$ cat config.mk
export PLATFORM = sky130hd
export DESIGN_NAME = y_seq_alu
export DESIGN_NICKNAME = d
export VERILOG_FILES = /design/src/rtl/y_seq_alu.sv
export SDC_FILE = /design/constraint.sdc
export NUM_CORES = 1
export LEC_CHECK = 0
export CORE_MARGIN = 2
export CORE_UTILIZATION = 60
export CTS_BUF_LIST = sky130_fd_sc_hd__clkbuf_8
export DETAILED_ROUTE_END_ITERATION = 12
export PLACE_DENSITY = 0.8
export SLEW_MARGIN = 20
export SYNTH_ARGS = -nofsm -noshare
export SYNTH_HDL_FRONTEND = slang
export SYNTH_SLANG_ARGS = --single-unit
$ cat constraint.sdc
create_clock -name clk -period 7.5 [get_ports clk]
set_input_delay 1.875 -clock clk [delete_from_list [all_inputs] [get_ports clk]]
set_output_delay 1.875 -clock clk [all_outputs]
set_load 0.05 [all_outputs]
$ cat src/rtl/y_seq_alu.sv
// Sequential ALU: single-cycle logic/arith ops plus a WIDTH-step shift-add multiplier.
// Results and flags are registered and held until the next operation completes.
module y_seq_alu #(
    parameter int WIDTH = 32
) (
    input  logic             clk,
    input  logic             rst,
    input  logic             start,
    input  logic [2:0]       op,
    input  logic [WIDTH-1:0] a,
    input  logic [WIDTH-1:0] b,
    output logic             ready,
    output logic             done,
    output logic [WIDTH-1:0] z,
    output logic             zero,
    output logic             cout,
    output logic             ovf
);

    localparam int MSB = WIDTH - 1;
    localparam int CW  = $clog2(WIDTH);

    typedef enum logic [2:0] {
        OP_AND = 3'b000,
        OP_OR  = 3'b001,
        OP_ADD = 3'b010,
        OP_MUL = 3'b011,
        OP_XOR = 3'b100,
        OP_NOR = 3'b101,
        OP_SUB = 3'b110,
        OP_SLT = 3'b111
    } op_e;

    typedef enum logic [1:0] {
        S_IDLE,
        S_MUL,
        S_DONE
    } state_t;

    state_t             state;
    logic [2*WIDTH-1:0] acc;
    logic [2*WIDTH-1:0] mcand;
    logic [WIDTH-1:0]   mplier;
    logic [CW-1:0]      cnt;

    logic [WIDTH:0]     add_sum;
    logic [WIDTH:0]     sub_sum;
    logic [WIDTH-1:0]   b_inv;
    logic               lt;
    logic [WIDTH-1:0]   alu_z;
    logic               alu_cout;
    logic               alu_ovf;
    logic [2*WIDTH-1:0] mul_prod;

    // NOTE: every output of a combinational block gets a default first, so no path can infer a latch.
    always_comb begin
        b_inv    = ~b;
        add_sum  = {1'b0, a} + {1'b0, b};
        sub_sum  = {1'b0, a} + {1'b0, b_inv} + {{WIDTH{1'b0}}, 1'b1};
        // When signs differ the subtraction may overflow; the sign of a alone decides.
        lt       = (a[MSB] != b[MSB]) ? a[MSB] : sub_sum[MSB];
        alu_z    = '0;
        alu_cout = 1'b0;
        alu_ovf  = 1'b0;
        case (op)
            OP_AND: alu_z = a & b;
            OP_OR:  alu_z = a | b;
            OP_XOR: alu_z = a ^ b;
            OP_NOR: alu_z = ~(a | b);
            OP_SLT: alu_z = {{(WIDTH-1){1'b0}}, lt};
            OP_ADD: begin
                alu_z    = add_sum[MSB:0];
                alu_cout = add_sum[WIDTH];
                alu_ovf  = (a[MSB] == b[MSB]) && (add_sum[MSB] != a[MSB]);
            end
            OP_SUB: begin
                alu_z    = sub_sum[MSB:0];
                alu_cout = sub_sum[WIDTH];
                alu_ovf  = (a[MSB] == b_inv[MSB]) && (sub_sum[MSB] != a[MSB]);
            end
            default: alu_z = '0;
        endcase
        mul_prod = acc + (mplier[0] ? mcand : '0);
    end

    // NOTE: sequential state uses non-blocking assignments so every register samples pre-edge values.
    always_ff @(posedge clk) begin
        if (rst) begin
            state  <= S_IDLE;
            ready  <= 1'b1;
            done   <= 1'b0;
            z      <= '0;
            zero   <= 1'b1;
            cout   <= 1'b0;
            ovf    <= 1'b0;
            acc    <= '0;
            mcand  <= '0;
            mplier <= '0;
            cnt    <= '0;
        end else begin
            case (state)
                S_IDLE: begin
                    if (start) begin
                        ready <= 1'b0;
                        if (op == OP_MUL) begin
                            // The accepting edge performs the first multiply step.
                            state  <= S_MUL;
                            acc    <= b[0] ? {{WIDTH{1'b0}}, a} : '0;
                            mcand  <= {{(WIDTH-1){1'b0}}, a, 1'b0};
                            mplier <= {1'b0, b[MSB:1]};
                            cnt    <= CW'(1);
                        end else begin
                            state <= S_DONE;
                            done  <= 1'b1;
                            z     <= alu_z;
                            zero  <= (alu_z == '0);
                            cout  <= alu_cout;
                            ovf   <= alu_ovf;
                        end
                    end
                end
                S_MUL: begin
                    acc    <= mul_prod;
                    mcand  <= mcand << 1;
                    mplier <= mplier >> 1;
                    cnt    <= cnt + CW'(1);
                    if (cnt == CW'(WIDTH - 1)) begin
                        state <= S_DONE;
                        done  <= 1'b1;
                        z     <= mul_prod[MSB:0];
                        zero  <= (mul_prod[MSB:0] == '0);
                        cout  <= 1'b0;
                        ovf   <= |mul_prod[2*WIDTH-1:WIDTH];
                    end
                end
                S_DONE: begin
                    state <= S_IDLE;
                    done  <= 1'b0;
                    ready <= 1'b1;
                end
                default: begin
                    state <= S_IDLE;
                    done  <= 1'b0;
                    ready <= 1'b1;
                end
            endcase
        end
    end

endmodule

==> results of run 1 <==
==> synthesized netlist by cell type (22+ instances only) <==
master,count,area [µm²]
o21bai_1,27,202.7
o211ai_1,25,187.7
a22oi_1,106,795.8
nand2_1,244,915.9
clkbuf_1,136,510.5
xnor2_1,41,359.1
and2_1,73,456.7
nand2b_1,25,156.4
nor2b_1,32,200.2
a211oi_1,45,337.8
o21ai_0,117,585.6
nor2_1,293,1100
a311oi_1,22,192.7
nor3_1,63,315.3
a21oi_1,301,1506
a21o_1,41,307.8
dfxtp_1,202,4044
inv_1,117,439.2
nand3_1,52,260.3
ha_1,171,2140
nand4_1,28,175.2
==> per-stage QoR <==
| step | cells | instance area, µm² | setup slack (ps) |
|---|---|---|---|
| 3_5_place_dp | 2887 | 19340 | 47.52 |
| 3_3_place_gp | 2887 | 19340 | 232.4 |
| 5_1_grt | 2949 | 20120 | 158.8 |
| 2_1_floorplan | 2514 | 18070 | 1487 |
| 4_1_cts | 2948 | 20090 | 594.1 |
| 6_report | 2949 | 20120 | 499.1 |
==> power by group <==
group	total (mW)	switching, mW	internal [mW]
Sequential	1.18	0.0478	1.14
Clock	1.12	0.497	0.624
Combinational	1.03	0.686	0.347
Total	3.34	1.23	2.11
==> worst max-delay path, stage by stage <==
cell and delay (ps):
clkdlybuf4s50_1 530, inv_1 130, ha_1 330, o21bai_1 240, nor4b_4 280, o31a_2 250
a21boi_2 120, a2111oi_4 490, o31ai_1 180, a31o_1 260, o21ai_0 150, a21oi_1 90
o21bai_1 140, a21oi_1 120, fa_1 390, mux2i_1 160, o211ai_1 100, o21ai_0 150
o31ai_1 130, nor3_1 210, nand3_1 100, nor2_1 120, nand4_1 110, nor4_1 210
buf_4 170, nand4bb_1 100, nor3_1 180, a31o_1 160
==> kinds of logic (layout without fill, tap and decap cells) <==
| kind of cell | Yosys count | in the layout | share of synthesized area (%) |
|---|---|---|---|
| flops | 202 | 202 | 22.38 |
| mux | 26 | 26 | 1.544 |
| fa+ha+maj | 175 | 175 | 12.28 |
| compound gates | 873 | 873 | 31.69 |
| simple gates | 888 | 888 | 23.02 |
| xor+xnor | 60 | 60 | 2.908 |
| buf+inv | 290 | 335 | 6.170 |
==> final cells by class <==
type | instances | area share, %
inverter | 121 | 2.257
multi-input combinational | 2022 | 64.35
clock inverter | 18 | 0.8084
sequential | 202 | 20.10
timing repair buffer | 153 | 7.120
clock buffer | 43 | 2.941
tap | 390 | 2.425
==> flip-flops by register name, summed over array words and instances (netlist names) <==
| name | cells |
|---|---|
| acc | 64 |
| cnt | 5 |
| cout | 1 |
| done | 1 |
| mcand | 63 |
| mplier | 31 |
| ovf | 1 |
| ready | 1 |
| state | 2 |
| z | 32 |
| zero | 1 |
==> routing by layer <==
| metal | vias up | track usage [%] | routed length, µm |
|---|---|---|---|
| met2 | 1138 | 61.40 | 27530 |
| met5 | - | 0 | 62 |
| met3 | 232 | 6.063 | 6073 |
| met4 | 4 | 25.51 | 4471 |
| li1 | 9124 | - | - |
| met1 | 9168 | 52.31 | 26510 |
==> layout by cell type, fill, tap and decap left out, types with 20 or more instances in the layout <==
cell | synthesis | routed
a211oi_1 | 45 | 45
a21o_1 | 41 | 41
a21oi_1 | 301 | 301
a22oi_1 | 106 | 106
a311oi_1 | 22 | 22
and2_1 | 73 | 73
buf_4 | 0 | 45
clkbuf_8 | 0 | 43
clkdlybuf4s50_1 | 0 | 102
dfxtp_1 | 202 | 202
ha_1 | 171 | 171
inv_1 | 117 | 126
mux2i_1 | 20 | 20
nand2_1 | 244 | 244
nand2b_1 | 25 | 23
nand3_1 | 52 | 52
nand4_1 | 28 | 28
nor2_1 | 293 | 289
nor2b_1 | 32 | 30
nor3_1 | 63 | 63
o211ai_1 | 25 | 25
o21ai_0 | 117 | 117
o21bai_1 | 27 | 27
o31ai_1 | 21 | 21
xnor2_1 | 41 | 41
==> how the worst max path moves through the flow <==
stage	cells past startpoint	slack, ps	from	to
finish	28	500	b[1]	zero
global route	28	160	b[1]	zero
CTS	28	590	b[1]	zero
detailed placement	28	50	b[1]	zero
global placement	28	230	b[1]	zero
floorplan	26	1490	b[1]	zero
==> impl_metrics.tcl, run 1 <==
set metrics [dict create \
    outcome "finished, final reports clean" \
    max-cap-violations 0 \
    hold_depth 2 \
    multi_input_area_mm2 0.01295 \
    drtAntennaViolNets 0 \
    avgSynthCellArea_um2 7.187 \
    synth_edf_count 0 \
    final_util_pct 67.89 \
    worstSkewPairLatency_ps 550 \
    htree_levels 2 \
    antenna_found_initial 2 \
    synth.ff_latch_count 202 \
    grt_pass1_vias 18320 \
    ios 107 \
    grt_pass1_wl_um 99850 \
    drc 0 \
    p_leak_nw 8.191 \
    whs_ps 451.9 \
    criticalPathCategory "primary input to flip-flop" \
    start_util_pct 60.96 \
    finalPower_mw 3.338 \
    ir_worst_vdd_mv 0.2357 \
    synth_area_mm2 0.01807 \
    post_drt_wl_per_cell_um 21.92 \
    cts_tree "built" \
    postSynthCellCount 2514 \
    seqCellArea_mm2 0.004044 \
    hold_buffers 0 \
    period_share_pct 93.35 \
    syn_nets 2759 \
    crit_path_end_kind "flip-flop" \
    tns_ps 0 \
    crit_path_max_fanout 4 \
    die_area_mm2 0.03152 \
    finalCriticalPeriod_ps 7001 \
    fp.dieH_um 177.5 \
    synth-async-reset-ratio_pct 0 \
    hold_path_end "z[21]" \
    slew_headroom_pct 19.35 \
    areaGrowthSynthToFinish_pct 11.36 \
    grt_overflow_total 0 \
    cp.required_ps 7980 \
    portBuffers 106 \
    numCtsBuffers 36 \
    r2r_setup_slack_ps 2110 \
    reg2reg_from "mplier[0]" \
    clk_pin_slew_ps 50 \
    power_density_mw_per_mm2 165.9 \
    filler_cell_count 2589 \
    clk_path_buf_depth 3 \
    synth_cell_types 92 \
    final_hold_viol_count 0 \
    num_vias 19670 \
    synth_warnings 0 \
    antenna_cells 0 \
    layout-drive-gt1-share_pct 6.018 \
    r2r-end "ovf" \
    via_per_inst 6.669 \
    ff2ff_path_depth 17 \
    cts_sinks 202 \
    worstSetupStartpointType "primary input" \
    yosysSeqAreaShare_pct 22.38 \
    gp_congestion 0.9716 \
    fin_nets 2781 \
    fin_worst_skew_ps 15.16 \
    core_mm2 0.02964 \
    rows 63 \
    finalMaxSlewViolations 0 \
    worst-endpoint-arrival_ps 7480 \
    fmax_mhz 142.8 \
    rsz0062_at_grt "false" \
    cts_setup_buffers 0 \
    tightestPinTransition_ps 1208 \
    hp-start "z[21]" \
    hold_path.class "flip-flop to flip-flop" \
    dpl.hpwl_um 47000 \
    grt.total_usage_pct 40.01 \
    grt_max_degree 108 \
    first_iter_violations 2182 \
    drt_wl_total_um 64650 \
    dieWidth_um 177.5 \
    cts_resized 0 \
    cts_root_buf "clkbuf_8" \
    synth_ff_type "dfxtp_1" \
    first_pass_iters 6 \
    setup_viol 0 \
]
No activity file was read; power rests on OpenSTA's default activity.
==> run 2: changes to the inputs <==
--- a/config.mk
+++ b/config.mk
@@ -9,6 +9,8 @@
 export CORE_UTILIZATION = 60
 export CTS_BUF_LIST = sky130_fd_sc_hd__clkbuf_8
 export DETAILED_ROUTE_END_ITERATION = 12
+export GPL_ROUTABILITY_DRIVEN = 1
+export MAX_ROUTING_LAYER = met4
 export PLACE_DENSITY = 0.8
 export SLEW_MARGIN = 20
 export SYNTH_ARGS = -nofsm -noshare
==> constraint.sdc (replaced) <==
create_clock -name clk -period 7.5 [get_ports clk]
set_input_delay 1.5 -clock clk [delete_from_list [all_inputs] [get_ports clk]]
set_output_delay 1.5 -clock clk [all_outputs]
set_load 0.05 [all_outputs]
==> run 2 against run 1 <==
  * Final cell count fell by 0.31%
  * Total power rose by 1.1%
  * Via count rose by 0.73%
  * Critical path depth fell by 1
  * Maximum frequency rose by 2.5%
  * Register-to-register slack improved by 210 ps
  * Sequential share of layout area rose by 0.070 points
  * First-iteration DRC count rose by 14%
  * Clock power rose by 4%
  * Highest routed layer is now met4
==> impl_metrics.tcl, run 2 (synthesis gave the netlist of run 1 again) <==
set metrics [dict create \
    reg_top3 "acc: 64 flops, mcand: 63 flops, z: 32 flops" \
    finalPower_mw 3.377 \
    drtAntennaViolNets 0 \
    tightestPinTransition_ps 1229 \
    first_iter_violations 2489 \
    outcome "finished, final reports clean" \
    num_vias 19810 \
    p_leak_nw 8.133 \
    grt_pass1_vias 18260 \
    dieWidth_um 177.5 \
    final_cell_mix "a21oi_1, nor2_1, nand2_1" \
    cts_setup_buffers 0 \
    drc 0 \
    met2_usage_pct 62.29 \
    regMostFlops "acc" \
    layout_commonest_cell "a21oi_1" \
    max-cap-violations 0 \
    rows 63 \
    crit_path_max_fanout 7 \
    dpl.hpwl_um 47400 \
    cp_top_family "compound AO/OA/AOI/OAI gates" \
    grt_pass1_wl_um 100400 \
    tns_ps 0 \
    grt_max_degree 152 \
    antenna_found_initial 1 \
    fmax_mhz 146.4 \
    slew_headroom_pct 18.01 \
    cp.required_ps 8020 \
    via_per_inst 6.738 \
    core_mm2 0.02964 \
    period_share_pct 91.08 \
    drt_wl_total_um 64670 \
    worstSkewPairLatency_ps 570 \
    htree_levels 2 \
    finalMaxSlewViolations 0 \
    die_area_mm2 0.03152 \
    worst-endpoint-arrival_ps 7350 \
    cts_resized 0 \
    grtUsageMet3_pct 6.448 \
    grt.total_usage_pct 41.34 \
    setup_viol 0 \
    final_hold_viol_count 0 \
    fin_nets 2770 \
    first_pass_iters 6 \
    numCtsBuffers 37 \
    worstSetupStartpointType "primary input" \
    finalCriticalPeriod_ps 6831 \
    portBuffers 106 \
    power_density_mw_per_mm2 168.4 \
    hold_buffers 0 \
    layout-drive-gt1-share_pct 5.767 \
    use_met1_pct 53.16 \
    grt_overflow_total 0 \
    ios 107 \
    gp_congestion 0.9975 \
    cts_tree "built" \
    rsz0062_at_grt "false" \
    top_usage_layer "met2" \
    hold_path.class "flip-flop to flip-flop" \
    start_util_pct 60.96 \
    critical_path_buf_inv_count 2 \
    critPathSlowestCell "clkdlybuf4s50_1" \
    clk_pin_slew_ps 70 \
    fin_worst_skew_ps 23.79 \
    slowest_delay_ps 690 \
    areaGrowthSynthToFinish_pct 10.98 \
    largest_reg_flops 64 \
    cts_sinks 202 \
    fp.dieH_um 177.5 \
    post_drt_wl_per_cell_um 22.00 \
    crit_path_end_kind "flip-flop" \
    criticalPathCategory "primary input to flip-flop" \
    clk_path_buf_depth 3 \
    cts_root_buf "clkbuf_8" \
    ir_worst_vdd_mv 0.1556 \
]
-- run 2: cell count changes in the layout (fill, tap and decap cells not counted) --
cell / change
buf_16: -1
buf_4: -11
clkbuf_8: +2
clkinv_2: +2
diode_2: +1
inv_1: -3
inv_8: +1
-- run 2: per-stage QoR --
step,worst slack (ps),instances,hold slack [ps],area (µm²),util [%]
2_1_floorplan,1862,2514,432.3,18070,-
3_3_place_gp,512.3,2876,441.7,19260,64.97
5_1_grt,454.9,2940,472.3,20050,67.65
6_report,669.1,2940,457.4,20050,67.65
4_1_cts,850.2,2939,454.4,20050,67.65
3_5_place_dp,303.2,2876,445.6,19260,64.97
-- run 2: cell type report --
class / instances / area [µm²]
multi-input cells: 2022 / 12950
fillers: 2619 / 9587
flip-flops and latches: 202 / 4044
repair buffers: 141 / 1323
clock buffers: 45 / 619.3
well taps: 390 / 488.0
inverters: 121 / 454.2
clock inverters: 18 / 172.7
diodes: 1 / 2.502
-- run 2: power by group --
group          total [mW]  internal [mW]  switching, mW
combinational        1.03          0.340          0.686
sequential           1.18           1.14         0.0475
clock                1.17          0.651          0.516
-- run 2: layer usage --
layer | up-vias | share of wire, % | wire, µm
li1 | 9098 | - | -
met1 | 9325 | 41 | 26590
met2 | 1154 | 43 | 27890
met3 | 233 | 9.8 | 6308
met4 | 0 | 6.0 | 3881
met5 | - | 0 | 0
-- run 2: worst register-to-register path, cell delays in order, from the launching register on --
cell	delay, ps
dfxtp_1	320
buf_4	460
nand2_1	200
fa_1	440
nand2b_1	190
a21oi_1	420
o311ai_1	290
a2111oi_2	600
o21ai_2	210
xnor2_1	220
a2111oi_4	210
o2111ai_1	310
nor4_2	280
nand4_1	150
nor4_1	670
nor2_1	70
-- run 2: final timing paths --
path	startpoint	to	slack (ps)	depth (start not counted)
setup reg to reg	mplier[0]	ovf	2320	15
hold / removal	z[21]	z[21]	460	2
hold reg to reg	z[21]	z[21]	460	2
setup / recovery	a[6]	zero	670	27
